File: config.mk
export PLATFORM = sky130hd
export DESIGN_NAME = fibo_bin2bcd
export DESIGN_NICKNAME = d
export VERILOG_FILES = /design/src/rtl/fibo_pkg.sv /design/src/rtl/fibo_bcd_digit_adj.sv /design/src/rtl/fibo_bin2bcd.sv
export SDC_FILE = /design/constraint.sdc
export NUM_CORES = 1
export LEC_CHECK = 0
export BUFFER_PORTS_ARGS = -buffer_cell sky130_fd_sc_hd__buf_2
export CORE_UTILIZATION = 50
export DETAILED_ROUTE_END_ITERATION = 7
export PLACE_DENSITY = 0.77
export SLEW_MARGIN = 10
export SYNTH_ARGS = -nofsm -noshare
export SYNTH_HDL_FRONTEND = slang
export SYNTH_HIERARCHICAL = 1
export SYNTH_SLANG_ARGS = --single-unit
File: constraint.sdc
create_clock -name clk -period 2.2 [get_ports clk]
set_input_delay 0.22 -clock clk [delete_from_list [all_inputs] [get_ports clk]]
set_output_delay 0.22 -clock clk [all_outputs]
set_load 0.01 [all_outputs]
File: src/rtl/fibo_pkg.sv
// fibo_pkg: shared widths, FSM state and BCD digit type for the fibonacci display path.
package fibo_pkg;
    localparam int FIB_W      = 28;
    localparam int BCD_DIGITS = 7;
    typedef enum logic [1:0] {IDLE, SHIFT, DONE} bcd_state_t;
    typedef logic [3:0] bcd_digit_t;
endpackage

File: src/rtl/fibo_bcd_digit_adj.sv
// fibo_bcd_digit_adj: double-dabble add-3 correction for one BCD digit.
module fibo_bcd_digit_adj
    import fibo_pkg::*;
(
    input  bcd_digit_t digit_i,
    output bcd_digit_t digit_o
);
    assign digit_o = (digit_i >= 4'd5) ? digit_i + 4'd3 : digit_i;
endmodule

File: src/rtl/fibo_bin2bcd.sv
// fibo_bin2bcd: sequential double-dabble binary-to-BCD converter, one input bit per clock.
// FIBO_BCD_SAT_EN: when defined, overflowing results saturate to all nines and raise ovf.
module fibo_bin2bcd
    import fibo_pkg::*;
#(
    parameter int BIN_W  = FIB_W,
    parameter int DIGITS = BCD_DIGITS
) (
    input  logic                clk,
    input  logic                reset,
    input  logic                start,
    input  logic [BIN_W-1:0]    bin_in,
    output logic [4*DIGITS-1:0] bcd_out,
    output logic                busy,
    output logic                done,
    output logic                ovf
);
    localparam int FULL_DIG = (BIN_W*301+999)/1000;
    localparam int SW       = 4*FULL_DIG+BIN_W;
    localparam int CW       = $clog2(BIN_W);
    localparam int LO_DIG   = (DIGITS < FULL_DIG) ? DIGITS : FULL_DIG;

    bcd_state_t              state_q;
    logic [SW-1:0]           sr_q, sr_d;
    logic [CW-1:0]           cnt_q;
    logic [4*DIGITS-1:0]     bcd_q, bcd_d;
    logic                    busy_q, done_q, ovf_q, ovf_d;
    logic [4*FULL_DIG-1:0]   adj, bcd_full;
    logic [4*DIGITS-1:0]     bcd_low;

    for (genvar i = 0; i < FULL_DIG; i++) begin : g_adj
        fibo_bcd_digit_adj u_adj (
            .digit_i(sr_q[BIN_W+4*i +: 4]),
            .digit_o(adj[4*i +: 4])
        );
    end

    always_comb begin
        sr_d                   = {adj, sr_q[BIN_W-1:0]} << 1;
        bcd_full               = sr_d[SW-1:BIN_W];
        bcd_low                = '0;
        bcd_low[4*LO_DIG-1:0]  = bcd_full[4*LO_DIG-1:0];
    end

`ifdef FIBO_BCD_SAT_EN
    logic hi_nz;
    if (DIGITS < FULL_DIG) begin : g_hi
        assign hi_nz = |bcd_full[4*FULL_DIG-1:4*DIGITS];
    end else begin : g_nohi
        assign hi_nz = 1'b0;
    end
    assign ovf_d = hi_nz;
    assign bcd_d = hi_nz ? {DIGITS{4'h9}} : bcd_low;
`else
    assign ovf_d = 1'b0;
    assign bcd_d = bcd_low;
`endif

    // bcd_q/ovf_q only move on the completion edge, so partial results never leak out
    always_ff @(posedge clk or negedge reset) begin
        if (!reset) begin
            state_q <= IDLE;
            sr_q    <= '0;
            cnt_q   <= '0;
            bcd_q   <= '0;
            busy_q  <= 1'b0;
            done_q  <= 1'b0;
            ovf_q   <= 1'b0;
        end else if (state_q != SHIFT && start) begin
            state_q <= SHIFT;
            sr_q    <= {{(4*FULL_DIG){1'b0}}, bin_in};
            cnt_q   <= CW'(BIN_W-1);
            busy_q  <= 1'b1;
            done_q  <= 1'b0;
            ovf_q   <= 1'b0;
        end else if (state_q == SHIFT) begin
            sr_q  <= sr_d;
            cnt_q <= cnt_q - 1'b1;
            if (cnt_q == '0) begin
                state_q <= DONE;
                bcd_q   <= bcd_d;
                ovf_q   <= ovf_d;
                busy_q  <= 1'b0;
                done_q  <= 1'b1;
            end
        end
    end

    assign bcd_out = bcd_q;
    assign busy    = busy_q;
    assign done    = done_q;
    assign ovf     = ovf_q;
endmodule

==> results.txt, run 1 <==
----------------------------------------------------
[Worst setup path]
  Chain of cells forming the critical path ... inv_1, ha_1, or3b_1, or3_4, mux2_4
  Type of element capturing the critical path ... flop
  Crit path DAT ... 2290 ps
  Critical path startpoint category ... flop
  Maximum cell stage delay along the critical path ... ~520 ps
  CP max FO ... 15
  Worst Path Class, Setup ... flop to flop
  Worst-path cell with the longest stage delay ... or3_4
  Kind of cell adding the most delay to the critical path ... simple AND/OR/NAND/NOR gates
  Buf/Inv on CP ... 1
  Worst path required time ... 2430 ps

[STA]
  Setup Skew ... approximately 11 ps
  Final Cycle Share ... 0.9331
  Final Hold Vio Count ... 0
  Final critical path time including I/O delays and setup ... between 2000 and 2500 ps
  Max-slew headroom ... 0.5551
  Hold Worst Slack ... around 120 ps
  Slew at the pin with the worst max-slew slack ... between 600 and 700 ps
  Setup_tns ... 0 ps
  Max Transition Viols Final ... 0
  Worst Slack Setup Final ... around 150 ps
  Final setup violating endpoints ... 0
  Achievable Freq ... ~500 MHz
  RSZ-0062 raised after global routing ... no

[Die]
  Horiz. Die Dim ... a little under 100 um
  Core ar. ... between 8000 and 9000 um2
  Initial standard-cell utilization of the core ... 0.5192
  DIE AREA ... about 9500 um2
  Number of top-level pins ... slightly above 60
  Height of the chip ... ~100 um
  Std cell rows ... 34

[Yosys]
  Total number of yosys warnings ... 6
  Mapped cell area ... between 4000 and 5000 um2
  Post-Synthesis Mean Instance Area ... between 10 and 15 um2
  Gate count of the mapped netlist ... between 400 and 500
  Syn nets ... 491

[CTS]
  Clock root buffer ... clkbuf_8
  Level count of the clock H-tree ... 3
  Count of clock tree sinks ... 91
  CTS tree ... done
  Post-CTS clock slew at the launch and capture registers of the worst setup and hold paths ... 80 ps
  Clock insertion delay at the later pin of the skew report ... roughly 350 ps
  Post-CTS setup buffer count ... 0
  Maximum clock insertion buffer count ... 2
  TritonCTS buffer count ... 9

[Placed design]
  RD Place Congestion ... ~0.76
  Dpl cells ... 596
  Worst Setup Slack post-DPL ... between 60 and 70 ps
  HPWL Detailed ... around 5700 um
  DP Area ... 4961 um2
  Number of port buffers ... 60

[Finish]
  Utilization of the core after routing ... 0.5880
  # nets final ... roughly 550
  Fraction of final layout cells with drive strength greater than 1 ... 0.2372
  Growth of design area from synthesis to finish ... 13.25%
  Fill count ... around 700
  Sequential cell area ... approximately 2300 um2
  Area of the multi-input gates ... between 2000 and 2500 um2
  # diodes ... 0
  Non-filler cells in the finished layout ... around 610
  Design area ... around 5200 um2

[Power and ir drop]
  VDD IR max ... ~0.5 mV
  Overall power ... 7.021 mW
  Total power divided by cell area ... ~1400 nW/um2
  Leak Pwr ... approximately 2.7 nW

[Drt]
  Number of design-rule violations left by the first detailed-router iteration ... about 130
  Antenna violation net count after detailed routing ... 0
  Final wirelength ... roughly 8300 um
  DRC viols ... 8
  Vias ... about 3.2k
  Router iterations before antenna repair ... 6
  Mean number of vias per cell ... between 5 and 6
  Average routed wire per standard cell ... 13.56 um

[GRT]
  Remaining global-route overflow ... 0
  Pin count of the biggest net entering global routing ... a little under 50
  Antenna violations before repair ... 0
  Total track usage ... 0.1811
  First-pass GRT wire length ... around 14000 um
  Vias in the first global route ... about 3.2k

[Run]
  Max-cap check violation count ... 0

[Run status]
  Violations in the final reports ... design-rule violations
  Outcome ... finished, violations left

[Hold path]
  Class of the tightest hold or removal check ... input port to flop

----------------------------------------------------
## flip-flops by register name, indices dropped and copies added, names as in the netlist
signal	flops
cnt_q	5
bcd_out	28
sr_q	56
state_q	2
## placed cells by master, fill, tap and decap left out, types with 2 or more instances in the layout
| master | count |
|---|---|
| nand2b_1 | 23 |
| buf_2 | 59 |
| buf_4 | 7 |
| nand2_1 | 103 |
| mux2i_1 | 37 |
| xnor2_1 | 7 |
| ha_1 | 15 |
| nor3_1 | 5 |
| o21ai_0 | 63 |
| or3_4 | 2 |
| dfrtp_1 | 91 |
| o21ai_1 | 7 |
| clkinvlp_4 | 2 |
| a21oi_2 | 7 |
| mux2_4 | 28 |
| nor2_1 | 8 |
| clkbuf_1 | 2 |
| inv_1 | 18 |
| clkbuf_8 | 10 |
## layer usage
| layer | GRT usage | up-vias | wire length [um] |
|---|---|---|---|
| met4 | 0.05478 | 0 | 110 |
| met5 | 0 | - | 0 |
| met3 | 0.04604 | 11 | 434 |
| met2 | 0.3104 | 54 | 3912 |
| li1 | - | 1589 | - |
| met1 | 0.2249 | 1523 | 3865 |
## cell type report
class                   count  share of cell area
flip-flops and latches     91              0.4398
multi-input cells         313              0.4103
repair buffers             68             0.07298
clock buffers              12             0.02803
well taps                 108             0.02610
inverters                  18             0.01305
clock inverters             4            0.009666
## worst register-to-register path, stage by stage, from the launching register on
cell	delay, ps
dfrtp_1	410
inv_1	70
ha_1	180
or3b_1	420
or3_4	520
mux2_4	340
## power breakdown
part	internal, mW	switching, mW
clock	0.556	0.581
sequential	2.37	0.538
combinational	1.41	1.56
## final timing paths
kind | start | to | slack (ps) | cells past startpoint
max | cnt_q[0]$_DFFE_PN0P_ | bcd_out[13]$_DFFE_PN0P_ | 150 | 5
min | bin_in[0] | sr_q[0]$_DFFE_PN0P_ | 120 | 3
max reg2reg | cnt_q[0]$_DFFE_PN0P_ | bcd_out[13]$_DFFE_PN0P_ | 150 | 5
min reg2reg | sr_q[21]$_DFFE_PN0P_ | sr_q[22]$_DFFE_PN0P_ | 490 | 2
max in group asynchronous | reset | cnt_q[3]$_DFFE_PN0P_ | 1300 | 3
min in group asynchronous | reset | bcd_out[9]$_DFFE_PN0P_ | 280 | 2
## what timing repair did
action | 4_1_cts | 5_1_grt
hold endpoints to repair | 18 | 0
endpoints found under the setup margin | 0 | 25
hold buffers | 1 | 0
gates resized for setup | 0 | 1
No activity file was read; power rests on OpenSTA's default activity.
==> run 2, diff against run 1 <==
Settings changed: BUFFER_PORTS_ARGS -buffer_cell sky130_fd_sc_hd__buf_2 to unset, DONT_BUFFER_PORTS set to 1, PLACE_DENSITY 0.77 to 0.71.
==> run 2 against run 1 <==
  * The run ends with design-rule violations, negative hold slack left
  * Routed wire length decreased by 4.7%
  * Final cell count down 11%
  * Register-to-register slack about the same
  * First-iteration DRC count decreased by 7.0%
  * Power fell by 2.8%
  * Critical path depth is the same
  * Sequential power increased by 5%
  * Sequential cell count unchanged
  * Non-clock buffer count fell by 65
  * Sequential share of layout area grew 2.9 points
  * Cell area decreased by 6.2%
  * Global-route usage fell by 0.69 points
==> results.txt, run 2 (same netlist as run 1, synthesis figures left out) <==
----------------------------------------------------
[STA]
  Achievable Freq ... about 490 MHz
  Slew at the pin with the worst max-slew slack ... about 680 ps
  Setup Skew ... approximately 12 ps
  Max Transition Viols Final ... 0
  Max-slew headroom ... 0.5482
  Hold Worst Slack ... -440.2 ps
  Final critical path time including I/O delays and setup ... 2044 ps
  Setup_tns ... 0 ps
  Final Hold Vio Count ... between 90 and 100
  Final setup violating endpoints ... 0
  RSZ-0062 raised after global routing ... no
  Final Cycle Share ... 0.9290

[CTS]
  TritonCTS buffer count ... 9
  Post-CTS setup buffer count ... 0
  Level count of the clock H-tree ... 3
  Post-CTS clock slew at the launch and capture registers of the worst setup and hold paths ... roughly 90 ps
  Count of clock tree sinks ... 91
  CTS tree ... done
  Maximum clock insertion buffer count ... 2
  Clock insertion delay at the later pin of the skew report ... 350 ps
  Clock root buffer ... clkbuf_8
  CTS Hold Buffers Added ... 1

[GRT]
  Pin count of the biggest net entering global routing ... 92
  Vias in the first global route ... between 2k and 3k
  First-pass GRT wire length ... around 13000 um
  Total track usage ... 0.1742
  Remaining global-route overflow ... 0
  Antenna violations before repair ... 0

[Power and ir drop]
  Total power divided by cell area ... 1404 nW/um2
  Clock power share ... 0.182
  Internal Power ... about 4.3 mW
  VDD IR max ... 0.5532 mV
  Switching part of the total power ... 0.3736
  Portion of total power attributed to combinational logic ... 0.369
  Part of the power in registers ... 0.449
  Leak Pwr ... around 2.4 nW
  Net switching power figure ... 2.549 mW

[Run status]
  Outcome ... finished, violations left
  Violations in the final reports ... design-rule violations, negative hold slack

[Drt]
  DRC viols ... 4
  Number of design-rule violations left by the first detailed-router iteration ... 120
  Mean number of vias per cell ... between 5 and 6
  Router iterations before antenna repair ... 6
  Average routed wire per standard cell ... 14.48 um
  Antenna violation net count after detailed routing ... 0
  Vias ... 2891
  Final wirelength ... 7933 um

[Run]
  Max-cap check violation count ... 0

[Die]
  Initial standard-cell utilization of the core ... 0.5192
  Core ar. ... 8806 um2
  Horiz. Die Dim ... between 90 and 100 um
  Height of the chip ... approximately 98 um
  Std cell rows ... 34
  Number of top-level pins ... between 60 and 70
  DIE AREA ... around 9500 um2

[Worst setup path]
  FF-to-FF path depth ... 5
  Crit path DAT ... between 2000 and 2500 ps
  Worst Path Class, Setup ... flop to flop
  Worst path required time ... 2430 ps
  Critical path startpoint category ... flop
  Reg2Reg Setup Slack ... between 150 and 200 ps
  CP max FO ... 15
  Chain of cells forming the critical path ... inv_1, ha_1, or3b_1, or3_4, mux2_4
  Worst-path cell with the longest stage delay ... or3_4
  Type of element capturing the critical path ... flop
  Maximum cell stage delay along the critical path ... roughly 500 ps

[Finish]
  Max FFs per register ... 56
  Growth of design area from synthesis to finish ... 6.240%
  Register bank with the most flops ... sr_q
  # diodes ... 0
  Fill count ... 768
  Sequential cell area ... roughly 2300 um2
  Area of the multi-input gates ... roughly 2100 um2
  # nets final ... 482
  Most common cell after layout, fill and taps aside ... nand2_1
  Non-filler cells in the finished layout ... about 550
  Fraction of final layout cells with drive strength greater than 1 ... 0.1250
  Most frequent cells in the layout ... nand2_1, dfrtp_1, o21ai_0

[Placed design]
  Number of port buffers ... 0
  HPWL Detailed ... approximately 5100 um
  RD Place Congestion ... roughly 0.71
  Dpl cells ... around 530

[Hold path]
  Class of the tightest hold or removal check ... input port to asynchronous set/reset pin

----------------------------------------------------
==> run 2: cell types whose count changed in the layout (fill, tap and decap cells not counted), sizes merged <==
| cell | delta |
|---|---|
| buf | -65 |
| bufinv | +1 |
| clkbuf | -1 |
| clkinvlp | -2 |
| inv | +1 |
==> run 2: per-stage QoR <==
| step | instance area, um2 | power [mW] | hold slack (ps) | setup slack, ps | util |
|---|---|---|---|---|---|
| 6_report | 4857 | 6.822 | -440.2 | 156.1 | 0.5516 |
| 5_1_grt | 4857 | 7.425 | -467.4 | 59.35 | 0.5516 |
| 4_1_cts | 4846 | 6.900 | -459.7 | 56.01 | 0.5503 |
| 3_5_place_dp | 4621 | 5.645 | -72.58 | 76.57 | 0.5247 |
| 3_3_place_gp | 4621 | 5.486 | -72.40 | 128.7 | 0.5247 |
| 2_1_floorplan | 4572 | 5.107 | -75.59 | 299.9 | - |
==> run 2: per-layer routing <==
| metal | routed length [um] | track usage | vias to the layer above |
|---|---|---|---|
| met3 | 359 | 0.05108 | 7 |
| met1 | 3797 | 0.2314 | 1373 |
| met2 | 3692 | 0.2711 | 49 |
| met4 | 83 | 0.06177 | 0 |
| li1 | - | - | 1462 |
| met5 | 0 | 0 | - |
==> run 2: critical path, delay by kind of cell (launching register included) <==
kind                       cells  cell delay [ps]
and+or+nand+nor                2              920
DFF                            1              420
muxes                          1              340
adders and majority gates      1              170
buffers and inverters          1               70
==> run 2: repair_timing <==
| action | 4_1_cts | 5_1_grt |
|---|---|---|
| setup endpoints to repair | 0 | 28 |
| hold endpoints to repair | 93 | 91 |
| resized for setup | 0 | 1 |
==> run 2: path summary, 6_finish.rpt <==
check                                     startpoint                      end
worst max register to register  cnt_q[0]$_DFFE_PN0P_  bcd_out[11]$_DFFE_PN0P_
worst max-delay path            cnt_q[0]$_DFFE_PN0P_  bcd_out[11]$_DFFE_PN0P_
worst min-delay path                           reset   bcd_out[8]$_DFFE_PN0P_
min in group clk                               start     cnt_q[1]$_DFFE_PN0P_
worst min register to register  sr_q[24]$_DFFE_PN0P_     sr_q[25]$_DFFE_PN0P_
max in group asynchronous                      reset     sr_q[55]$_DFFE_PN0P_
==> run 2: layout make-up <==
cell class	instances	share of cell area
clock buffer	11	0.02911
clock inverter	4	0.01520
inverter	18	0.01391
multi-input combinational	313	0.4374
sequential	91	0.4688
tap	108	0.02782
timing repair buffer	3	0.007728
==> run 2: power by group through the flow <==
stage | registers, mW | logic, mW | clock network, mW
after floorplan | 2.93 | 2.18 | 0
after CTS | 3.07 | 2.55 | 1.28
after global routing | 3.17 | 2.92 | 1.34
after detailed placement | 3.09 | 2.55 | 0
after global placement | 3.07 | 2.42 | 0
final | 3.06 | 2.51 | 1.24
==> run 3, diff against run 2 <==
Settings changed: PLACE_DENSITY 0.71 to 0.74, RECOVER_POWER set to 25.
Clock period 2.2 ns to 1.8 ns, I/O delays scaled along.
==> run 3 against run 2 <==
  * The flow finishes with violations (design-rule violations, negative hold slack, negative setup slack)
  * Die area is the same
  * Clock power increased by 17%
  * Final cell count rose by 2.6%
==> results.txt, run 3 (same netlist as run 1, synthesis figures left out) <==
----------------------------------------------------
[Run status]
  Outcome ... finished, violations left
  Violations in the final reports ... design-rule violations, negative hold slack, negative setup slack

[Finish]
  Fraction of final layout cells with drive strength greater than 1 ... 0.1520
  Most frequent cells in the layout ... nand2_1, dfrtp_1, o21ai_0
  Non-filler cells in the finished layout ... between 500 and 600
  Max FFs per register ... 56
  # nets final ... 495
  # diodes ... 0
  Register bank with the most flops ... sr_q
  Most common cell after layout, fill and taps aside ... nand2_1
  Growth of design area from synthesis to finish ... 8.484%

[Power and ir drop]
  Total power divided by cell area ... between 1500 and 2000 nW/um2
  VDD IR max ... between 0.6 and 0.7 mV
  Leak Pwr ... about 2.5 nW

[STA]
  Max Transition Viols Final ... 0
  Setup_tns ... -4202 ps
  Final Hold Vio Count ... 91
  Achievable Freq ... between 500 and 600 MHz
  Final setup violating endpoints ... 28
  Final Cycle Share ... 1.095
  Final critical path time including I/O delays and setup ... between 1500 and 2000 ps
  Max-slew headroom ... 0.6607
  Setup Skew ... roughly 12 ps
  Worst Slack Setup Final ... -171.7 ps
  Hold Worst Slack ... -490.9 ps
  RSZ-0062 raised after global routing ... yes
  Slew at the pin with the worst max-slew slack ... slightly above 500 ps

[GRT]
  Remaining global-route overflow ... 0
  Pin count of the biggest net entering global routing ... just over 90
  First-pass GRT wire length ... 13770 um
  Antenna violations before repair ... 0
  Total track usage ... 0.1811
  Vias in the first global route ... about 3.0k

[Worst setup path]
  Critical path depth ... 6
  Kind of cell adding the most delay to the critical path ... simple AND/OR/NAND/NOR gates
  CP max FO ... 23
  Chain of cells forming the critical path ... inv_1, ha_1, or3b_4, or3_4, buf_12, mux2_4
  Worst Path Class, Setup ... flop to flop
  Type of element capturing the critical path ... flop
  Crit path DAT ... approximately 2200 ps
  Worst path required time ... approximately 2000 ps
  Buf/Inv on CP ... 2
  Worst-path cell with the longest stage delay ... dfrtp_1
  FF-to-FF path depth ... 6
  Critical path startpoint category ... flop
  Maximum cell stage delay along the critical path ... about 390 ps

[CTS]
  Count of clock tree sinks ... slightly above 90
  TritonCTS buffer count ... 9
  Clock insertion delay at the later pin of the skew report ... ~350 ps
  CTS Hold Buffers Added ... 3
  Maximum clock insertion buffer count ... 2
  CTS tree ... done
  Clock root buffer ... clkbuf_8
  Level count of the clock H-tree ... 3
  Post-CTS setup buffer count ... 0
  Post-CTS clock slew at the launch and capture registers of the worst setup and hold paths ... about 90 ps

[Die]
  Horiz. Die Dim ... 97.63 um
  Core ar. ... 8806 um2
  Number of top-level pins ... 62
  DIE AREA ... ~9500 um2
  Initial standard-cell utilization of the core ... 0.5192
  Std cell rows ... 34
  Height of the chip ... 97.63 um

[Drt]
  Final wirelength ... slightly above 8000 um
  Average routed wire per standard cell ... 14.61 um
  Vias ... 3007
  DRC viols ... 6
  Mean number of vias per cell ... roughly 5.4
  Antenna violation net count after detailed routing ... 0
  Number of design-rule violations left by the first detailed-router iteration ... ~120
  Router iterations before antenna repair ... 6

[Placed design]
  Number of port buffers ... 0
  Dpl cells ... between 500 and 600
  HPWL Detailed ... 5390 um
  RD Place Congestion ... 0.7508
  Worst Setup Slack post-DPL ... -149.2 ps

[Run]
  Max-cap check violation count ... 0

[Hold path]
  Class of the tightest hold or removal check ... input port to asynchronous set/reset pin

----------------------------------------------------
[run 3: cell count changes in the layout (fill, tap and decap cells not counted), sizes merged]
cell         before  now
clkinvlp          0    1
buf               2   14
bufinv            2    1
dlygate4sd3       1    3
clkbuf           11   12
inv              19   18
or3               2    1
clkinv            1    2
[run 3: what timing repair did]
| item | in CTS | in global routing |
|---|---|---|
| hold endpoints to repair | 103 | 91 |
| resized for setup | 0 | 2 |
| setup endpoints to repair | 28 | 29 |
[run 3: layer usage]
layer / track usage / routed length [um] / vias up / part of all wire
met5: 0 / 0 / - / 0
met4: 0.06294 / 106 / 0 / 0.013
met3: 0.05324 / 435 / 11 / 0.053
met2: 0.2935 / 3889 / 63 / 0.47
met1: 0.2312 / 3781 / 1447 / 0.46
li1: - / - / 1486 / -
[run 3: area by class of cell]
| class | count | area (um2) |
|---|---|---|
| fill | 745 | 3846 |
| sequential | 91 | 2277 |
| multi-input combinational | 312 | 2116 |
| clock buffer | 12 | 165.2 |
| timing repair buffer | 17 | 151.4 |
| tap | 108 | 135.1 |
| inverter | 18 | 67.56 |
| clock inverter | 4 | 47.55 |
[run 3: per-stage QoR]
step / power (mW) / utilization / hold slack [ps] / instance area [um2]
after floorplan: 6.241 / - / -115.6 / 4572
after global placement: 6.798 / 0.5350 / -112.3 / 4711
after detailed placement: 6.995 / 0.5350 / -112.9 / 4711
after CTS: 8.482 / 0.5625 / -503.0 / 4954
after global routing: 9.114 / 0.5632 / -522.2 / 4960
final: 8.398 / 0.5632 / -490.9 / 4960
[run 3: worst register-to-register path, delay by kind of cell (launching register included)]
| family | cells | cell delay [ps] |
|---|---|---|
| adders and majority gates | 1 | 160 |
| buffers and inverters | 2 | 260 |
| DFF | 1 | 390 |
| muxes | 1 | 310 |
| and+or+nand+nor | 2 | 740 |
[run 3: path summary, 6_finish.rpt]
check | from | end | slack, ps
worst max register to register | cnt_q[0]$_DFFE_PN0P_ | bcd_out[27]$_DFFE_PN0P_ | -170
max in group asynchronous | reset | sr_q[14]$_DFFE_PN0P_ | 2100
worst min-delay path | reset | sr_q[34]$_DFFE_PN0P_ | -490
worst max-delay path | cnt_q[0]$_DFFE_PN0P_ | bcd_out[27]$_DFFE_PN0P_ | -170
worst min register to register | sr_q[25]$_DFFE_PN0P_ | sr_q[26]$_DFFE_PN0P_ | 480
min in group clk | start | sr_q[32]$_DFFE_PN0P_ | 20
[run 3: where the power goes]
part	total [mW]	switching [mW]	internal (mW)	leakage (nW)
combinational	3.23	1.64	1.59	1.23
clock	1.45	0.702	0.752	0.108
sequential	3.72	0.815	2.90	1.17
